===== config.mk =====
export PLATFORM = sky130hd
export DESIGN_NAME = rr_arbiter4
export DESIGN_NICKNAME = d
export VERILOG_FILES = /design/src/rtl/rr_arbiter4.sv
export SDC_FILE = /design/constraint.sdc
export NUM_CORES = 1
export LEC_CHECK = 0
export BUFFER_PORTS_ARGS = -buffer_cell sky130_fd_sc_hd__buf_2
export CAP_MARGIN = 15
export CORE_MARGIN = 2
export CORE_UTILIZATION = 45
export DETAILED_ROUTE_END_ITERATION = 6
export GPL_ROUTABILITY_DRIVEN = 1
export PLACE_DENSITY = 0.65
export SYNTH_ARGS = -nofsm -noshare
export SYNTH_HDL_FRONTEND = slang
export SYNTH_SLANG_ARGS = --single-unit

===== constraint.sdc =====
create_clock -name clk -period 2.4 [get_ports clk]
set_input_delay 0 -clock clk [delete_from_list [all_inputs] [get_ports clk]]
set_output_delay 0 -clock clk [all_outputs]
set_load 0.005 [all_outputs]

===== src/rtl/rr_arbiter4.sv =====
// Four-requester round-robin arbiter.
// Grants are sticky while the owner keeps requesting. A hold counter lets
// another waiting requester preempt the owner after HOLD_MAX cycles.
// All outputs come straight from flops, so there is no combinational
// path from req to gnt.
module rr_arbiter4 #(
  parameter int HOLD_MAX = 8,
  parameter int CNT_W    = 4
) (
  input  logic       clk,
  input  logic       rst_n,
  input  logic [3:0] req,
  output logic [3:0] gnt,
  output logic [1:0] gnt_idx,
  output logic       gnt_valid
);

  typedef enum logic {
    IDLE  = 1'b0,
    GRANT = 1'b1
  } state_e;

  localparam logic [CNT_W-1:0] HOLD_LAST = CNT_W'(HOLD_MAX - 1);

  // 2-to-4 one-hot decode of an owner index
  function automatic logic [3:0] dec2(input logic [1:0] idx);
    dec2 = 4'b0001 << idx;
  endfunction

  // First set bit of r, searching upward from start and wrapping 3 -> 0
  function automatic logic [1:0] pick(input logic [3:0] r, input logic [1:0] start);
    logic [1:0] cand;
    pick = start;
    for (int k = 3; k >= 0; k--) begin
      cand = start + 2'(k);
      if (r[cand]) begin
        pick = cand;
      end else begin
        pick = pick;
      end
    end
  endfunction

  state_e           state_q, state_d;
  logic [1:0]       idx_q, idx_d;
  logic [1:0]       last_q, last_d;
  logic [CNT_W-1:0] cnt_q, cnt_d;
  logic             valid_q, valid_d;
  logic [3:0]       gnt_q, gnt_d;
  logic [3:0]       others_s;
  logic [1:0]       win_s;

  // Next-state logic: arbitration points, hold counting and release handling
  always_comb begin
    state_d  = state_q;
    idx_d    = idx_q;
    last_d   = last_q;
    cnt_d    = cnt_q;
    valid_d  = valid_q;
    win_s    = 2'd0;
    others_s = req & ~dec2(idx_q);
    case (state_q)
      IDLE: begin
        if (req != 4'b0000) begin
          win_s   = pick(req, last_q + 2'd1);
          state_d = GRANT;
          idx_d   = win_s;
          last_d  = win_s;
          cnt_d   = '0;
          valid_d = 1'b1;
        end else begin
          valid_d = 1'b0;
        end
      end
      GRANT: begin
        // Owner released, or held too long while someone else waits
        if (!req[idx_q] || ((cnt_q == HOLD_LAST) && (others_s != 4'b0000))) begin
          if (others_s != 4'b0000) begin
            // The owner is excluded, so the search effectively starts at owner+1
            win_s   = pick(others_s, idx_q + 2'd1);
            idx_d   = win_s;
            last_d  = win_s;
            cnt_d   = '0;
            valid_d = 1'b1;
          end else begin
            state_d = IDLE;
            valid_d = 1'b0;
          end
        end else begin
          valid_d = 1'b1;
          if (cnt_q != HOLD_LAST) begin
            cnt_d = cnt_q + {{(CNT_W-1){1'b0}}, 1'b1};
          end else begin
            cnt_d = cnt_q;
          end
        end
      end
      default: begin
        state_d = IDLE;
        valid_d = 1'b0;
      end
    endcase
    gnt_d = valid_d ? dec2(idx_d) : 4'b0000;
  end

  // State and output registers; last starts at 3 so requester 0 wins first
  always_ff @(posedge clk or negedge rst_n) begin
    if (!rst_n) begin
      state_q <= IDLE;
      idx_q   <= 2'd0;
      last_q  <= 2'd3;
      cnt_q   <= '0;
      valid_q <= 1'b0;
      gnt_q   <= 4'b0000;
    end else begin
      state_q <= state_d;
      idx_q   <= idx_d;
      last_q  <= last_d;
      cnt_q   <= cnt_d;
      valid_q <= valid_d;
      gnt_q   <= gnt_d;
    end
  end

  assign gnt       = gnt_q;
  assign gnt_idx   = idx_q;
  assign gnt_valid = valid_q;

endmodule

==> impl_metrics.json, run 1 <==
{
  "grt_pass1_vias": 927,
  "multi_input_area_um2": 722,
  "vias": 912,
  "post-route-drc-count": 0,
  "wl_met1_um": 1060,
  "synth-warning-count": 0,
  "irDropWorstVdd_mv": 0.929,
  "top_layer_used": "met4",
  "fillers": 212,
  "synth.top_cell.area_share_pct": 24.8,
  "ios": 13,
  "wl_met2_um": 1290,
  "status": "complete, no violations",
  "area_growth_pct": 15.8,
  "synthMuxAreaShare_pct": 13.0,
  "worst_ep_required_time_ps": 2550,
  "ff2ff_setup_slack_ps": 50,
  "fp.dieH_um": 53.7,
  "yosys.area_share.adder_pct": 5.64,
  "layout-drive-gt1-share_pct": 39.4,
  "htree_levels": 1,
  "drtPass1Iterations": 4,
  "cts_buffers": 3,
  "layout_setup_ws_ps": 49.6,
  "wl_met3_um": 43,
  "synth_area_per_cell_um2": 9.74,
  "port_buffers": 12,
  "via_per_inst": 5.70,
  "dr.first_iter.drc_count": 20,
  "start_util_pct": 48.8,
  "worst_pin_slew_ps": 551,
  "startpoint_type": "flip-flop",
  "dieArea_um2": 2880,
  "synth_seq_cells": 13,
  "layout_commonest_cell": "buf_2",
  "rr_startpoint": "gnt_idx[0]$_DFF_PN0_",
  "nNetsFinal": 144,
  "synth-simple-area-share_pct": 20.5,
  "maxCapViolations": 0,
  "antenna_cells": 0,
  "setup_viol": 0,
  "startpoint": "gnt_idx[0]$_DFF_PN0_",
  "synth_fp_nets": 125,
  "r2r-end": "gnt[1]$_DFF_PN0_",
  "overflow": 0,
  "synth_top_family_by_area": "simple AND/OR/NAND/NOR gates",
  "worstSetupPathType": "reg2reg",
  "fmax_mhz": 425,
  "place_area_um2": 1210,
  "fin_crit_sh_pct": 97.9,
  "rsz0062_at_grt": "yes",
  "synth_cell_types": 45,
  "async_flop_share_pct": 100,
  "skew_ps": 3.66,
  "rows": 17,
  "drv_slew": 0,
  "hold-worst-slack_ps": 127,
  "relSlewSlack_pct": 63.3,
  "power.density_nw_per_um2": 1470,
  "cp-end-kind": "flip-flop",
  "synth_ff_type": "dfrtp_1",
  "cts.sinks": 13,
  "core_area_um2": 2280,
  "place_ws_ps": -28.5,
  "yosysSeqAreaShare_pct": 29.5,
  "cts-root-buf": "clkbuf_4",
  "synth-edff-count": 0,
  "arrival_ps": 2500,
  "grt_max_degree": 14,
  "dpl.hpwl_um": 1860,
  "crit_fanout": 6,
  "drt-total-wl_um": 2430,
  "antenna_found_initial": 0,
  "clkSlewWorstSetupHoldPaths_ps": 80,
  "ff_latch_area_um2": 330,
  "grt_first_pass_wirelength_um": 4150,
  "period_needed_ps": 2350,
  "die_w_um": 53.7,
  "syn_area_um2": 1110,
  "gp_congestion": 0.763,
  "reg2reg_depth": 7,
  "synth_compound_area_share_pct": 19.7,
  "utilization_pct": 56.5,
  "hold_violations": 0,
  "min_path_type": "in2async",
  "clockBufferDepth": 2,
  "leakage_nw": 0.562,
  "clk_latency_ps": 280,
  "synthCells": 114,
  "ant_nets": 0,
  "cts_tree": "done",
  "synth-xor-area-share_pct": 3.16,
  "grtUsageTotal_pct": 19.8,
  "yosysTopAreaCell": "dfrtp_1",
  "wl_per_cell_um": 15.2,
  "synth_area_leaders": "dfrtp_1 25%, ha_1 5.6%, dfstp_2 4.7%, mux4_1 4.7%, mux4_2 4.1%",
  "fin_area_um2": 1280,
  "final_cell_mix": "12 x buf_2, 9 x nor2_1, 9 x dfrtp_1"
}
cell families (layout without fill, tap and decap cells):
group                    count (synthesis)  after routing
multiplexers                             8              8
XOR/XNOR                                 4              4
flip-flops                              13             13
buffers and inverters                   16             34
AND/OR/NAND/NOR                         39             39
adder cells (fa/ha/maj)                  5              5
AO/OA/AOI/OAI                           29             29
cell usage after synthesis (all sizes together), types with 2 or more instances:
master,number
nor3,4
mux2,2
nand3,2
xnor2,4
ha,5
a21oi,7
a31o,2
or2b,4
mux2i,2
nand2,8
o21ai,7
mux4,4
a2bb2oi,2
dfrtp,11
nor2,9
and3,3
dfstp,2
buf,6
inv,9
o22ai,3
layer usage:
layer | vias up | global-route usage, %
met4 | 0 | 7.69
met3 | 4 | 0.833
met5 | - | 0
li1 | 461 | -
met2 | 11 | 35.4
met1 | 436 | 25.0
worst max-delay path by stage:
stage	slack, ps	depth (start not counted)	to
2_1_floorplan	20	10	gnt[1]$_DFF_PN0_
3_3_place_gp	50	8	gnt[1]$_DFF_PN0_
3_5_place_dp	-30	8	gnt[1]$_DFF_PN0_
4_1_cts	10	8	gnt[1]$_DFF_PN0_
5_1_grt	-30	7	gnt[1]$_DFF_PN0_
6_report	50	7	gnt[1]$_DFF_PN0_
worst max-delay path, stage by stage (launching register included):
cell     delay (ps)
dfrtp_2         460
ha_2            220
or2b_2          330
mux4_2          500
a21oi_4         190
nor2b_2          60
mux2_4          320
nor3b_1         140
area by class of cell:
| cell class | count | area share, % |
|---|---|---|
| clock buffers | 3 | 1.75 |
| well taps | 28 | 2.73 |
| repair buffers | 21 | 10.4 |
| clock inverters | 1 | 0.389 |
| multi-input cells | 85 | 56.2 |
| inverters | 9 | 2.82 |
| flip-flops and latches | 13 | 25.7 |
registers in the layout (all words and copies together), names as in the netlist:
name / count
gnt_idx: 2
cnt_q: 4
gnt_valid: 1
gnt: 4
last_q: 2
power breakdown:
group / leakage, nW / switching (mW) / internal [mW] / total [mW]
sequential: 0.156 / 0.102 / 0.334 / 0.435
clock: 0.0177 / 0.0754 / 0.0619 / 0.137
combinational: 0.388 / 0.613 / 0.703 / 1.32
metrics by stage:
stage	total power, mW	setup TNS, ps	instances
finish	1.89	0	160
global route	2.05	-85.3	160
CTS	1.81	0	159
detailed placement	1.66	-47.4	154
global placement	1.62	0	154
floorplan	1.38	0	114
timing repair:
item / in CTS / in global routing
hold buffers: 1 / 0
pin swaps: 0 / 3
resized for setup: 2 / 9
setup buffers: 0 / 1
hold endpoints to repair: 13 / 0
setup endpoints to repair: 4 / 4
No activity file was read; power rests on OpenSTA's default activity.
==> run 2: changes to the inputs <==
BUFFER_PORTS_ARGS = unset   (was -buffer_cell sky130_fd_sc_hd__buf_2)
DONT_BUFFER_PORTS = 1   (was unset)
PLACE_DENSITY = 0.6   (was 0.65)
==> run 2 against run 1 <==
Net effect:
- non-clock buffer count decreased by 13
- critical path depth stayed put
- largest power group unchanged
- cell count shrank 8.1%
- fmax up 0.56%
==> impl_metrics.json, run 2 (synthesis gave the netlist of run 1 again) <==
{
  "status": "complete, no violations",
  "layout_commonest_cell": "dfrtp_1",
  "cts_tree": "done",
  "fp.dieH_um": 53.7,
  "core_area_um2": 2280,
  "grt_pass1_vias": 868,
  "cp-end-kind": "flip-flop",
  "place_ws_ps": -36.0,
  "period_needed_ps": 2340,
  "port_buffers": 0,
  "drtPass1Iterations": 4,
  "setup_viol": 0,
  "rsz0062_at_grt": "yes",
  "cts.sinks": 13,
  "layout-drive-gt1-share_pct": 29.4,
  "antenna_cells": 0,
  "grtUsageTotal_pct": 18.1,
  "grt_max_degree": 17,
  "startpoint_type": "flip-flop",
  "area_growth_pct": 8.91,
  "clockBufferDepth": 2,
  "power.density_nw_per_um2": 1480,
  "relSlewSlack_pct": 61.6,
  "die_w_um": 53.7,
  "worst_ep_required_time_ps": 2590,
  "gp_congestion": 0.743,
  "drt-total-wl_um": 2300,
  "rows": 17,
  "ios": 13,
  "cts-root-buf": "clkbuf_4",
  "vias": 893,
  "dpl.hpwl_um": 1740,
  "skew_ps": 6.73,
  "ant_nets": 0,
  "fillers": 212,
  "overflow": 0,
  "min_path_type": "in2async",
  "fmax_mhz": 428,
  "clk_latency_ps": 270,
  "final_cell_mix": "10 x dfrtp_1, 9 x nor2_1, 8 x nand2_1",
  "crit_fanout": 5,
  "worst_pin_slew_ps": 575,
  "grt_first_pass_wirelength_um": 3810,
  "post-route-drc-count": 0,
  "maxCapViolations": 0,
  "nNetsFinal": 131,
  "drv_slew": 0,
  "htree_levels": 1,
  "final.setup.tns_ps": 0,
  "worstSetupPathType": "reg2reg",
  "cts_buffers": 3,
  "wl_per_cell_um": 15.6,
  "layout_setup_ws_ps": 62.5,
  "dieArea_um2": 2880,
  "fin_area_um2": 1210,
  "place_area_um2": 1140,
  "fin_crit_sh_pct": 97.4,
  "irDropWorstVdd_mv": 0.856,
  "arrival_ps": 2530,
  "antenna_found_initial": 0,
  "hold_violations": 0,
  "start_util_pct": 48.8,
  "clkSlewWorstSetupHoldPaths_ps": 80,
  "via_per_inst": 6.07,
  "dr.first_iter.drc_count": 15,
  "leakage_nw": 0.516
}
run 2: final timing paths:
kind	startpoint	to	slack, ps	cells past startpoint
worst min register to register	cnt_q[1]$_DFFE_PN0P_	cnt_q[1]$_DFFE_PN0P_	580	2
max in group asynchronous	rst_n	gnt_idx[0]$_DFF_PN0_	1830	1
worst max register to register	gnt_idx[0]$_DFF_PN0_	gnt[0]$_DFF_PN0_	60	7
min in group clk	req[3]	gnt_valid$_DFF_PN0_	210	5
worst max-delay path	gnt_idx[0]$_DFF_PN0_	gnt[0]$_DFF_PN0_	60	7
worst min-delay path	rst_n	gnt_valid$_DFF_PN0_	160	1
run 2: layer usage:
metal  vias up  wire length, µm  track usage (%)
met5         -                0                0
met2        14             1180             32.3
met4         0               16             8.55
li1        437                -                -
met3         2               71             2.78
met1       440             1030             21.0
run 2: critical path, stage by stage (launching register included):
cell and delay [ps]:
dfrtp_2 470, ha_1 240, or2b_2 300, mux4_2 490
a21oi_4 190, nor2b_2 60, mux2_4 320, nor3_1 190
run 2: through the flow:
| step | power (mW) | instances | utilization [%] | hold WS (ps) |
|---|---|---|---|---|
| floorplan | 1.38 | 114 | - | -296 |
| global placement | 1.56 | 141 | 50.3 | -295 |
| detailed placement | 1.59 | 141 | 50.3 | -295 |
| CTS | 1.74 | 146 | 52.0 | 171 |
| global route | 1.93 | 147 | 53.1 | 195 |
| finish | 1.79 | 147 | 53.1 | 160 |
run 2: final cells by class:
cell class                      count  area, µm²  area share [%]
Clock buffer                        3       22.5            1.86
Clock inverter                      1       5.00           0.414
Inverter                            9       36.3            3.00
Tap cell                           28       35.0            2.90
Timing Repair Buffer                8       70.1            5.80
Multi-Input combinational cell     85        711            58.8
Sequential cell                    13        329            27.2
run 2: power breakdown:
part | internal (mW) | switching (mW)
Clock | 0.0616 | 0.0672
Combinational | 0.649 | 0.571
Sequential | 0.332 | 0.105
Total | 1.04 | 0.744
run 2: repair_timing:
| item | in CTS | in global routing |
|---|---|---|
| hold buffers | 1 | 0 |
| setup endpoints to repair | 4 | 4 |
| buffers inserted | 0 | 1 |
| cloned | 0 | 0 |
| pin swaps | 0 | 2 |
| gates resized for setup | 1 | 7 |
| endpoints found under the hold margin | 13 | 0 |
==> run 3: changes to the inputs <==
PLACE_DENSITY = 0.58   (was 0.6)
clock period = 2.2 ns   (was 2.4 ns; I/O delays follow)
==> run 3 against run 2 <==
Net effect:
- the flow now finishes with violations (negative setup slack)
- cell count rose by 11%
- critical path depth stayed put
- non-clock buffer count is 16 higher
- global-route usage grew 3.0 points
- first-iteration DRC count grew 93%
- sequential share of layout area fell by 3.0 points
- register-to-register slack worse by 180 ps
- wire length is 13% higher
- worst hold slack lost 75 ps
- via count is 8.5% higher
- power rose by 28%
- critical path type unchanged
- largest power group unchanged
- highest routed layer unchanged
==> impl_metrics.json, run 3 (synthesis gave the netlist of run 1 again) <==
{
  "layout_commonest_cell": "buf_4",
  "drv_slew": 0,
  "core_area_um2": 2280,
  "worst_pin_slew_ps": 596,
  "pwr-share-comb_pct": 72.7,
  "layout-drive-gt1-share_pct": 40.0,
  "irDropWorstVdd_mv": 0.874,
  "clkSlewWorstSetupHoldPaths_ps": 90,
  "dp.cells": 155,
  "ff2ff_setup_slack_ps": -120,
  "clk_latency_ps": 290,
  "die_w_um": 53.7,
  "fin_area_um2": 1360,
  "period_needed_ps": 2320,
  "nNetsFinal": 147,
  "p_seq_share_pct": 20.3,
  "fillers": 203,
  "grt_max_degree": 15,
  "ff_latch_area_um2": 329,
  "maxCapViolations": 0,
  "fp.dieH_um": 53.7,
  "start_util_pct": 48.8,
  "multi_input_area_um2": 747,
  "dieArea_um2": 2880,
  "cts.sinks": 13,
  "clockBufferDepth": 2,
  "grt_first_pass_wirelength_um": 4330,
  "dpl.hpwl_um": 1860,
  "area_growth_pct": 22.2,
  "p_switching_mw": 0.920,
  "antenna_cells": 0,
  "dr.first_iter.drc_count": 29,
  "cts-root-buf": "clkbuf_4",
  "port_buffers": 0,
  "drt-total-wl_um": 2600,
  "place_area_um2": 1250,
  "arrival_ps": 2550,
  "vias": 969,
  "grtUsageTotal_pct": 21.1,
  "wl_per_cell_um": 15.9,
  "fin_crit_sh_pct": 105,
  "rsz0062_at_grt": "yes",
  "worst_ep_required_time_ps": 2430,
  "gp_congestion": 0.773,
  "htree_levels": 1,
  "setup_viol": 4,
  "cts_buffers": 3,
  "leakage_nw": 0.592,
  "layout_setup_ws_ps": -117,
  "startpoint_type": "flip-flop",
  "relSlewSlack_pct": 60.1,
  "swShare_pct": 40.1,
  "clockPowerShare_pct": 7.0,
  "p_int_mw": 1.37,
  "overflow": 0,
  "skew_ps": 3.13,
  "worstSetupPathType": "reg2reg",
  "via_per_inst": 5.94,
  "final_cell_mix": "23 x buf_4, 10 x dfrtp_1, 9 x nor2_1",
  "stdcell_count": 163,
  "drtPass1Iterations": 4,
  "cpMaxStageDelayCell": "mux4_2",
  "crit_fanout": 5,
  "fmax_mhz": 432,
  "cp-end-kind": "flip-flop",
  "power.density_nw_per_um2": 1690,
  "post-route-drc-count": 0,
  "grt_pass1_vias": 915,
  "cp_cell_sequence": "ha_2, or2b_2, mux4_2, a21oi_4, nor2b_2, mux2_4, and3b_1",
  "rows": 17,
  "min_path_type": "in2reg",
  "hold_violations": 0,
  "ios": 13,
  "cpPeakStageDelay_ps": 500,
  "violations": "negative setup slack",
  "antenna_found_initial": 0,
  "ant_nets": 0,
  "cts_tree": "done",
  "status": "complete, but fails checks"
}
-- run 3: cell types whose count changed in the layout (fill, tap and decap cells not counted), sizes merged --
cell / delta
clkinv: -1
clkbuf: +1
buf: +16
-- run 3: critical path: cells and delay by family, from the launching register on --
family	cells	cell delay (ps)
and+or+nand+nor	3	580
muxes	2	830
AOI/OAI and AO/OA	1	180
adders and majority gates	1	210
DFF	1	470
-- run 3: timing repair --
action,in CTS,in global routing
pin swaps,1,0
hold buffers,1,0
cloned,0,0
endpoints found under the hold margin,13,0
endpoints found under the setup margin,6,9
buffers inserted,3,0
gates resized for setup,8,5
-- run 3: layout make-up --
cell class                      count  area share (%)
Inverter                            9            2.68
Sequential cell                    13            24.3
Timing Repair Buffer               24            13.5
Clock buffer                        4            1.94
Multi-Input combinational cell     85            55.1
Tap cell                           28            2.58
-- run 3: routing by layer --
metal	routed length (µm)	track usage [%]
met1	1250	29.0
met2	1200	31.9
met3	136	6.94
met4	14	5.56
met5	0	0
-- run 3: power by group through the flow --
stage	logic [mW]	registers [mW]	clock network (mW)
final	1.67	0.465	0.160
after global placement	1.46	0.468	0
after global routing	1.81	0.485	0.170
after CTS	1.60	0.468	0.163
after detailed placement	1.48	0.471	0
after floorplan	1.06	0.450	0
-- run 3: worst paths after layout --
| path | cells after the start | endpoint | from |
|---|---|---|---|
| worst max-delay path | 7 | gnt[2]$_DFF_PN0_ | gnt_idx[0]$_DFF_PN0_ |
| worst min-delay path | 4 | gnt_valid$_DFF_PN0_ | req[3] |
| worst max register to register | 7 | gnt[2]$_DFF_PN0_ | gnt_idx[0]$_DFF_PN0_ |
| worst min register to register | 2 | cnt_q[1]$_DFFE_PN0P_ | cnt_q[1]$_DFFE_PN0P_ |
| max in group asynchronous | 1 | gnt_idx[0]$_DFF_PN0_ | rst_n |
| min in group asynchronous | 1 | gnt_valid$_DFF_PN0_ | rst_n |
-- run 3: stage by stage --
stage | setup WS (ps) | setup TNS, ps | utilization [%] | power [mW] | hold slack [ps]
2_1_floorplan | -182 | -719 | - | 1.51 | -296
4_1_cts | -109 | -378 | 58.4 | 2.23 | 55.1
5_1_grt | -159 | -596 | 59.6 | 2.46 | 154
3_5_place_dp | -209 | -927 | 54.9 | 1.95 | -295
3_3_place_gp | -171 | -685 | 54.9 | 1.93 | -295
6_report | -117 | -393 | 59.6 | 2.29 | 84.4
